File: src/rtl/mem_port_arbiter_if.sv
// Bundle of fetch, load/store and memory-side signals shared by the
// single-port memory arbiter and its surroundings.
interface mem_port_arbiter_if #(
   parameter int AW = 32,
   parameter int DW = 32
);
   logic          if_req;
   logic [AW-1:0] if_addr;
   logic          if_gnt;
   logic          if_rvalid;
   logic [DW-1:0] if_rdata;
   logic          fetch_hold;

   logic          ls_req;
   logic          ls_wen;
   logic [AW-1:0] ls_addr;
   logic [DW-1:0] ls_wdata;
   logic          ls_gnt;
   logic          ls_rvalid;
   logic [DW-1:0] ls_rdata;

   logic          mem_wen;
   logic [AW-1:0] mem_addr;
   logic [DW-1:0] mem_wdata;
   logic [DW-1:0] mem_rdata;

   // Arbiter side of the bundle
   modport slave (
      input  if_req, if_addr, ls_req, ls_wen, ls_addr, ls_wdata, mem_rdata,
      output if_gnt, if_rvalid, if_rdata, fetch_hold,
             ls_gnt, ls_rvalid, ls_rdata,
             mem_wen, mem_addr, mem_wdata
   );

   // Requesters and memory side of the bundle
   modport master (
      output if_req, if_addr, ls_req, ls_wen, ls_addr, ls_wdata, mem_rdata,
      input  if_gnt, if_rvalid, if_rdata, fetch_hold,
             ls_gnt, ls_rvalid, ls_rdata,
             mem_wen, mem_addr, mem_wdata
   );
endinterface

File: src/rtl/mem_port_arbiter.sv
// Shares one single-port memory between instruction fetch and load/store.
// Load/store wins by default; a saturating starvation counter forces a
// fetch grant after STARVE_MAX consecutive denied fetch cycles. Read data
// returns one cycle after the grant and is steered by a response tag.
module mem_port_arbiter #(
   parameter int AW         = 32,
   parameter int DW         = 32,
   parameter int STARVE_MAX = 3
) (
   input  logic                clk,
   input  logic                rst,
   mem_port_arbiter_if.slave   bus
);

   localparam logic [3:0] STARVE_LIMIT = 4'(STARVE_MAX);

   typedef enum logic [1:0] {
      TAG_NONE = 2'd0,
      TAG_IF   = 2'd1,
      TAG_LS   = 2'd2
   } rtag_t;

   rtag_t         r_rtag;
   rtag_t         w_rtagNext;
   logic [3:0]    r_starveCnt;
   logic [3:0]    w_starveNext;

   logic          w_ifForce;
   logic          w_ifGnt;
   logic          w_lsGnt;
   logic          w_memWen;
   logic [AW-1:0] w_memAddr;
   logic [DW-1:0] w_memWdata;
   logic          w_ifRvalid;
   logic          w_lsRvalid;

   // Grant decision: fetch wins when load/store is idle or when fetch has
   // already been denied STARVE_MAX cycles in a row; otherwise load/store.
   always_comb begin
      w_ifForce = bus.if_req && (r_starveCnt == STARVE_LIMIT);
      w_ifGnt   = bus.if_req && (w_ifForce || !bus.ls_req);
      w_lsGnt   = bus.ls_req && !w_ifGnt;
   end

   // Memory port drive; everything is held at zero when nobody owns the port
   // so that a write can never be issued without a load/store grant.
   always_comb begin
      w_memWen   = 1'b0;
      w_memAddr  = '0;
      w_memWdata = '0;
      if (w_ifGnt) begin
         w_memAddr = bus.if_addr;
      end else if (w_lsGnt) begin
         w_memWen   = bus.ls_wen;
         w_memAddr  = bus.ls_addr;
         w_memWdata = bus.ls_wdata;
      end
   end

   // Next starvation count and next response owner. Stores take no tag
   // because the grant itself is their acknowledge.
   always_comb begin
      w_starveNext = r_starveCnt;
      w_rtagNext   = TAG_NONE;
      if (!bus.if_req || w_ifGnt) begin
         w_starveNext = 4'd0;
      end else if (r_starveCnt != STARVE_LIMIT) begin
         w_starveNext = r_starveCnt + 4'd1;
      end
      if (w_ifGnt) begin
         w_rtagNext = TAG_IF;
      end else if (w_lsGnt && !bus.ls_wen) begin
         w_rtagNext = TAG_LS;
      end
   end

   // State registers; reset discards any in-flight response immediately.
   always_ff @(posedge clk or posedge rst) begin
      if (rst) begin
         r_rtag      <= TAG_NONE;
         r_starveCnt <= 4'd0;
      end else begin
         r_rtag      <= w_rtagNext;
         r_starveCnt <= w_starveNext;
      end
   end

   // Response steering: the memory data of this cycle belongs to whoever
   // was granted a read last cycle; the other data output stays at zero.
   always_comb begin
      w_ifRvalid = (r_rtag == TAG_IF);
      w_lsRvalid = (r_rtag == TAG_LS);
   end

   assign bus.if_gnt     = w_ifGnt;
   assign bus.ls_gnt     = w_lsGnt;
   assign bus.fetch_hold = bus.if_req && !w_ifGnt;
   assign bus.mem_wen    = w_memWen;
   assign bus.mem_addr   = w_memAddr;
   assign bus.mem_wdata  = w_memWdata;
   assign bus.if_rvalid  = w_ifRvalid;
   assign bus.ls_rvalid  = w_lsRvalid;
   assign bus.if_rdata   = w_ifRvalid ? bus.mem_rdata : '0;
   assign bus.ls_rdata   = w_lsRvalid ? bus.mem_rdata : '0;

endmodule

File: src/flat_wrapper.sv
// flat-port wrapper written by rule: the top's interface ports become plain ports
module mem_port_arbiter_flat 
#(
   parameter int AW         = 32,
   parameter int DW         = 32,
   parameter int STARVE_MAX = 3
)
  (clk, rst, bus_if_req, bus_if_addr, bus_ls_req, bus_ls_wen, bus_ls_addr, bus_ls_wdata, bus_mem_rdata, bus_if_gnt, bus_if_rvalid, bus_if_rdata, bus_fetch_hold, bus_ls_gnt, bus_ls_rvalid, bus_ls_rdata, bus_mem_wen, bus_mem_addr, bus_mem_wdata);
  mem_port_arbiter_if #(.AW(AW), .DW(DW)) bus_i ();
  input  logic clk;
  input  logic rst;
  input wire logic [$bits(bus_i.if_req)-1:0] bus_if_req;
  input wire logic [$bits(bus_i.if_addr)-1:0] bus_if_addr;
  input wire logic [$bits(bus_i.ls_req)-1:0] bus_ls_req;
  input wire logic [$bits(bus_i.ls_wen)-1:0] bus_ls_wen;
  input wire logic [$bits(bus_i.ls_addr)-1:0] bus_ls_addr;
  input wire logic [$bits(bus_i.ls_wdata)-1:0] bus_ls_wdata;
  input wire logic [$bits(bus_i.mem_rdata)-1:0] bus_mem_rdata;
  output wire logic [$bits(bus_i.if_gnt)-1:0] bus_if_gnt;
  output wire logic [$bits(bus_i.if_rvalid)-1:0] bus_if_rvalid;
  output wire logic [$bits(bus_i.if_rdata)-1:0] bus_if_rdata;
  output wire logic [$bits(bus_i.fetch_hold)-1:0] bus_fetch_hold;
  output wire logic [$bits(bus_i.ls_gnt)-1:0] bus_ls_gnt;
  output wire logic [$bits(bus_i.ls_rvalid)-1:0] bus_ls_rvalid;
  output wire logic [$bits(bus_i.ls_rdata)-1:0] bus_ls_rdata;
  output wire logic [$bits(bus_i.mem_wen)-1:0] bus_mem_wen;
  output wire logic [$bits(bus_i.mem_addr)-1:0] bus_mem_addr;
  output wire logic [$bits(bus_i.mem_wdata)-1:0] bus_mem_wdata;
  assign bus_i.if_req = bus_if_req;
  assign bus_i.if_addr = bus_if_addr;
  assign bus_i.ls_req = bus_ls_req;
  assign bus_i.ls_wen = bus_ls_wen;
  assign bus_i.ls_addr = bus_ls_addr;
  assign bus_i.ls_wdata = bus_ls_wdata;
  assign bus_i.mem_rdata = bus_mem_rdata;
  assign bus_if_gnt = bus_i.if_gnt;
  assign bus_if_rvalid = bus_i.if_rvalid;
  assign bus_if_rdata = bus_i.if_rdata;
  assign bus_fetch_hold = bus_i.fetch_hold;
  assign bus_ls_gnt = bus_i.ls_gnt;
  assign bus_ls_rvalid = bus_i.ls_rvalid;
  assign bus_ls_rdata = bus_i.ls_rdata;
  assign bus_mem_wen = bus_i.mem_wen;
  assign bus_mem_addr = bus_i.mem_addr;
  assign bus_mem_wdata = bus_i.mem_wdata;
  mem_port_arbiter #(.AW(AW), .DW(DW), .STARVE_MAX(STARVE_MAX)) u_core (.clk(clk), .rst(rst), .bus(bus_i));
endmodule
File: config.mk
export PLATFORM = sky130hd
export DESIGN_NAME = mem_port_arbiter_flat
export DESIGN_NICKNAME = d
export VERILOG_FILES = /design/src/rtl/mem_port_arbiter_if.sv /design/src/rtl/mem_port_arbiter.sv /design/src/flat_wrapper.sv
export SDC_FILE = /design/constraint.sdc
export NUM_CORES = 1
export LEC_CHECK = 0
export ABC_AREA = 1
export CAP_MARGIN = 20
export CORE_AREA = 5 5 101 103
export DETAILED_ROUTE_END_ITERATION = 8
export DIE_AREA = 0 0 106 108
export MAX_ROUTING_LAYER = met4
export PLACE_DENSITY = 0.66
export SYNTH_ARGS = -nofsm -noshare
export SYNTH_HDL_FRONTEND = slang
export SYNTH_SLANG_ARGS = --single-unit
File: constraint.sdc
create_clock -name clk -period 3 [get_ports clk]
set_clock_uncertainty 0.15 [all_clocks]
set_input_delay 0.9 -clock clk [delete_from_list [all_inputs] [get_ports clk]]
set_output_delay 0.9 -clock clk [all_outputs]
set_load 0.005 [all_outputs]
; Word level (Yosys, flattened, before mapping)
; Cells that the tools add are included.
[word_totals]
latch_bits = 0
regBits = 6
rom_bits = 0
in_bits = 133
n_memories = 0
out_inout_bits = 134
ram_bits = 0
[op_classes]
mux = 12
div_mod_pow = 0
bitwise = 0
shifts = 0
n_mul = 0
reduce_logical = 12
add_sub_neg = 1
order_cmp = 0
n_eq_ne = 4
[ops]
columns = op, count
row1 = $mux 32, 6
row2 = $mux 4, 2
row3 = $logic_and 1x1->1, 5
row4 = $add 4x1->4 const B, 1
row5 = $eq 4x2->1 const B, 1
row6 = $logic_not 1->1, 4
row7 = $mux 2, 2
row8 = $ne 4x2->1 const B, 1
row9 = $eq 2x1->1 const B, 1
row10 = $eq 2x2->1 const B, 1
row11 = $logic_or 1x1->1, 2
row12 = $mux 1, 2
row13 = $reduce_bool 2->1, 1

; Depth between registers and ports, before layout
; Gate-level depths: netlist of run 1.
[logic_depth]
word_depth = 9
depth_mapped = 8
mapped_depth_nobuf = 7

; Worst setup path after synthesis of run 1
; OpenSTA, ideal clock, no wires.
[synth_path]
path_type = input to output
from = input bus_if_req
to = output bus_mem_wdata[10]
path_slack_ns = 0.295
arrival_time_ns = 1.655
required_time_ns = 1.950
stages = 8
cell_sequence = buf_4 -> inv_2 -> nor2_2 -> nand2_4 -> nand2_2 -> buf_6 -> buf_6 -> nor2_1
[synth_between]
elab_chain_cells = 7
[synth_lines]
columns = element, line_no
row1 = from (decl), flat_wrapper.sv:12  ; input wire logic [$bits(bus_i.if_req)-1:0] bus_if_req;
row2 = $logic_and 1x1->1, mem_port_arbiter.sv:40  ; w_ifForce = bus.if_req && (r_starveCnt == STARVE_LIMIT);
row3 = $logic_or 1x1->1, mem_port_arbiter.sv:41  ; w_ifGnt = bus.if_req && (w_ifForce || !bus.ls_req);
row4 = $logic_and 1x1->1 *, mem_port_arbiter.sv:41
row5 = $logic_not 1->1, mem_port_arbiter.sv:42  ; w_lsGnt = bus.ls_req && !w_ifGnt;
row6 = $logic_and 1x1->1, mem_port_arbiter.sv:42
row7 = $mux 32, mem_port_arbiter.sv:53  ; end else if (w_lsGnt) begin
row8 = $mux 32 *, mem_port_arbiter.sv:51  ; if (w_ifGnt) begin
row9 = to (decl), flat_wrapper.sv:28  ; output wire logic [$bits(bus_i.mem_wdata)-1:0] bus_mem_wdata;
; Every way passes the cells marked *; elsewhere a longest branch is shown, timed or not.

; Worst setup path in the final report of run 1
[layout_path]
from = input bus_if_req
to = output bus_mem_addr[16]
[layout_between]
elab_chain_cells = 7
[layout_lines]
columns = element, line_no
row1 = $logic_and 1x1->1, mem_port_arbiter.sv:40
row2 = $logic_or 1x1->1, mem_port_arbiter.sv:41
row3 = $logic_and 1x1->1 *, mem_port_arbiter.sv:41
row4 = $logic_not 1->1, mem_port_arbiter.sv:42
row5 = $logic_and 1x1->1, mem_port_arbiter.sv:42
row6 = $mux 32, mem_port_arbiter.sv:53
row7 = $mux 32 *, mem_port_arbiter.sv:51
row8 = to (decl), flat_wrapper.sv:27  ; output wire logic [$bits(bus_i.mem_addr)-1:0] bus_mem_addr;
; Marks and branches as above.

==> results of run 1 <==
[repair_timing]
item | 4_1_cts | 5_1_grt
hold buffers | 0 | 0
gates cloned | 4 | 0
gates resized for setup | 317 | 19
pin swaps | 4 | 6
buffers inserted | 11 | 1
endpoints found under the setup margin | 132 | 30
[metal layers]
layer	global-route usage, %	up-vias
met5	-	-
met4	2.78	0
met3	3.94	11
met2	31.0	161
met1	15.4	1289
li1	-	1477
[per-stage QoR]
step	hold WS [ps]	area, µm²	cells	setup slack, ps
2_1_floorplan	283	1470	314	295
3_3_place_gp	296	4370	690	-681
3_5_place_dp	308	4370	690	-717
4_1_cts	321	4400	706	-55.8
5_1_grt	335	4430	707	-18.2
6_report	319	4430	707	41.1
[logic make-up (layout without fill, tap and decap cells)]
kind of cell  after synthesis  in the layout
buf+inv                    98            380
xor+xnor                    2              2
fa+ha+maj                   1              1
simple gates              207            207
flops                       6              6
[synth_stat cells (all sizes together)]
cell type / number
ha: 1
nand2: 35
inv: 74
xnor2: 1
clkbuf: 9
nand3: 66
dfrtp: 6
buf: 15
nor2: 106
xor2: 1
[final cells by class]
type | count | area [µm²] | share of cell area, %
Clock buffer | 3 | 41.3 | 0.932
Inverter | 74 | 283 | 6.38
Multi-Input combinational cell | 210 | 988 | 22.3
Sequential cell | 6 | 150 | 3.39
Tap cell | 111 | 139 | 3.13
Timing Repair Buffer | 303 | 2830 | 63.9
[power breakdown]
group          switching, W  internal (W)  total [W]
registers        0.00000152     0.0000841  0.0000857
logic              0.000192      0.000319   0.000511
clock network     0.0000311     0.0000859   0.000117
[worst reg2reg max path, stage by stage (launching register included)]
cell and delay, ps:
dfrtp_1 390, ha_1 240, inv_1 80, nor2_2 50, nand2_4 120, nand2_8 80, buf_12 130, buf_4 120
buf_4 140, nor2_1 90
[registers in the layout, indices dropped and copies added, names as in the netlist]
signal,cells
u_core.r_rtag,2
u_core.r_starveCnt,4
[cell usage in the layout, fill, tap and decap left out, types with 3 or more instances in the layout]
master           count
clkbuf_2             4
nand2_1             33
dlygate4sd2_1       75
inv_1               72
buf_4               17
clkdlybuf4s50_1    132
buf_6                6
nand3_2              8
buf_12               8
buf_8                3
nand3_1             57
clkdlybuf4s15_1      3
dfrtp_1              6
buf_2               46
buf_16               3
nor2_2               6
clkdlybuf4s15_2      4
nor2_1              99
clkbuf_8             3
[how the worst max path moves through the flow]
stage | startpoint | endpoint | slack (ps) | depth (start not counted)
2_1_floorplan | bus_if_req | bus_mem_wdata[10] | 290 | 8
3_3_place_gp | bus_if_req | bus_if_gnt | -680 | 9
3_5_place_dp | bus_if_req | bus_if_gnt | -720 | 9
4_1_cts | bus_if_req | bus_mem_addr[28] | -60 | 11
5_1_grt | bus_if_req | bus_mem_addr[9] | -20 | 11
6_report | bus_if_req | bus_mem_addr[16] | 40 | 11
==> flow_summary.json, run 1 <==
{
  "grt_max_degree": 34,
  "route.met3.wl_um": 768,
  "start_util_pct": 16.1,
  "die_w_um": 106,
  "synth_top_family_by_area": "simple AND/OR/NAND/NOR gates",
  "gp_congestion": 0.786,
  "n_antenna_cell": 0,
  "rows": 35,
  "rrSetupSlack_ps": 1340,
  "ff2ff_path_depth": 9,
  "p_per_area_nw_per_um2": 161,
  "hold_class": "reg -> reg",
  "postSynthAreaPerCell_um2": 4.68,
  "path_cells": "buf_8, inv_6, nor2_4, nand2_4, nand2_8, buf_12, buf_12, buf_16, nand3_1, nand2_1, buf_2",
  "seq_area_frac_synth_pct": 10.2,
  "ant_nets": 0,
  "yosys_register_bits": 6,
  "die-area_um2": 11400,
  "drive_gt1_share_pct": 19.5,
  "fin_tns_setup_ps": 0,
  "rsz0062_at_grt": "true",
  "vias": 2938,
  "port_buffers": 266,
  "dieHeight_um": 108,
  "crit_arrival_ps": 1910,
  "ys_warn_count": 0,
  "yosysTopAreaCellShare_pct": 26.8,
  "hold_start": "u_core.r_starveCnt[0]",
  "syn-cell-area_um2": 1470,
  "clockBufferDepth": 2,
  "synth_cell_types": 17,
  "io_pins": 267,
  "post_drt_wl_per_cell_um": 13.7,
  "viasPerCell": 4.16,
  "final_core_util_pct": 48.6,
  "synth_compound_area_share_pct": 0,
  "timing.fmax_ghz": 0.338,
  "crit_fanout": 7,
  "path_buf_inv": 6,
  "leakagePower_nw": 2.64,
  "r2r-start": "u_core.r_starveCnt[0]",
  "synth-simple-area-share_pct": 59.4,
  "crit_family": "buffers and inverters",
  "firstDrtPassIters": 4,
  "met2WireLength_mm": 5.35,
  "clkTransAtPathRegs_ps": 30,
  "place_hpwl_mm": 8.15,
  "synth-xor-area-share_pct": 1.19,
  "maxCapViolCount": 0,
  "ir_drop_mv": 0.0803,
  "num-nets-final": 732,
  "slew_headroom_pct": 78.2,
  "slowest_stage": "buf_12",
  "synth_area_leaders": "nor2_1, nand3_1, inv_1",
  "cts_sinks": 6,
  "cts_made_buffers": 3,
  "h-tree-depth": 1,
  "finalPower_w": 0.000714,
  "drc": 0,
  "holdPathStages": 1,
  "outcome": "finished, final reports clean",
  "fillers": 979,
  "drt-met1-wl_mm": 3.47,
  "cts_root_buf": "clkbuf_8",
  "synth_adder_area_share_pct": 0.852,
  "syn_inst": 314,
  "yosys.area.top_type": "nor2_1",
  "clock_latency_ps": 220,
  "max_stage_delay_ps": 130,
  "wl_mm": 9.70,
  "worstSetupStartpointType": "input port",
  "synthMuxAreaShare_pct": 0,
  "criticalPathCategory": "in -> out",
  "drtIter0Drc": 98,
  "layout_min_cycle_time_ps": 2960,
  "grt_pass1_wl_mm": 14.2,
  "drv_slew": 0,
  "final_hold_viol_count": 0,
  "worstMarginPinSlew_ps": 328,
  "grt-ovfl-total": 0,
  "setup_violations": 0,
  "crit_required_ps": 1950,
  "end_kind": "output pin",
  "antenna_found_initial": 0,
  "rr_endpoint": "u_core.r_rtag[1]",
  "fp.coreArea_um2": 9110,
  "grt_pass1_vias": 2962,
  "period_share_pct": 98.6,
  "crit_path_frequent_cell": "buf_12",
  "area_delta_synth_final_pct": 202,
  "grt_util_all_layers_pct": 15.6,
  "syn-num-nets": 448,
  "min_to": "u_core.r_starveCnt[0]",
  "cts_tree": "yes",
  "top_layer_used": "met4"
}
(Power assumes the default switching activity.)
==> run 2, diff against run 1 <==
- SLEW_MARGIN: unset -> 20
==> results of run 2 <==
Final layout, timing and power as in run 1 (identical DEF).
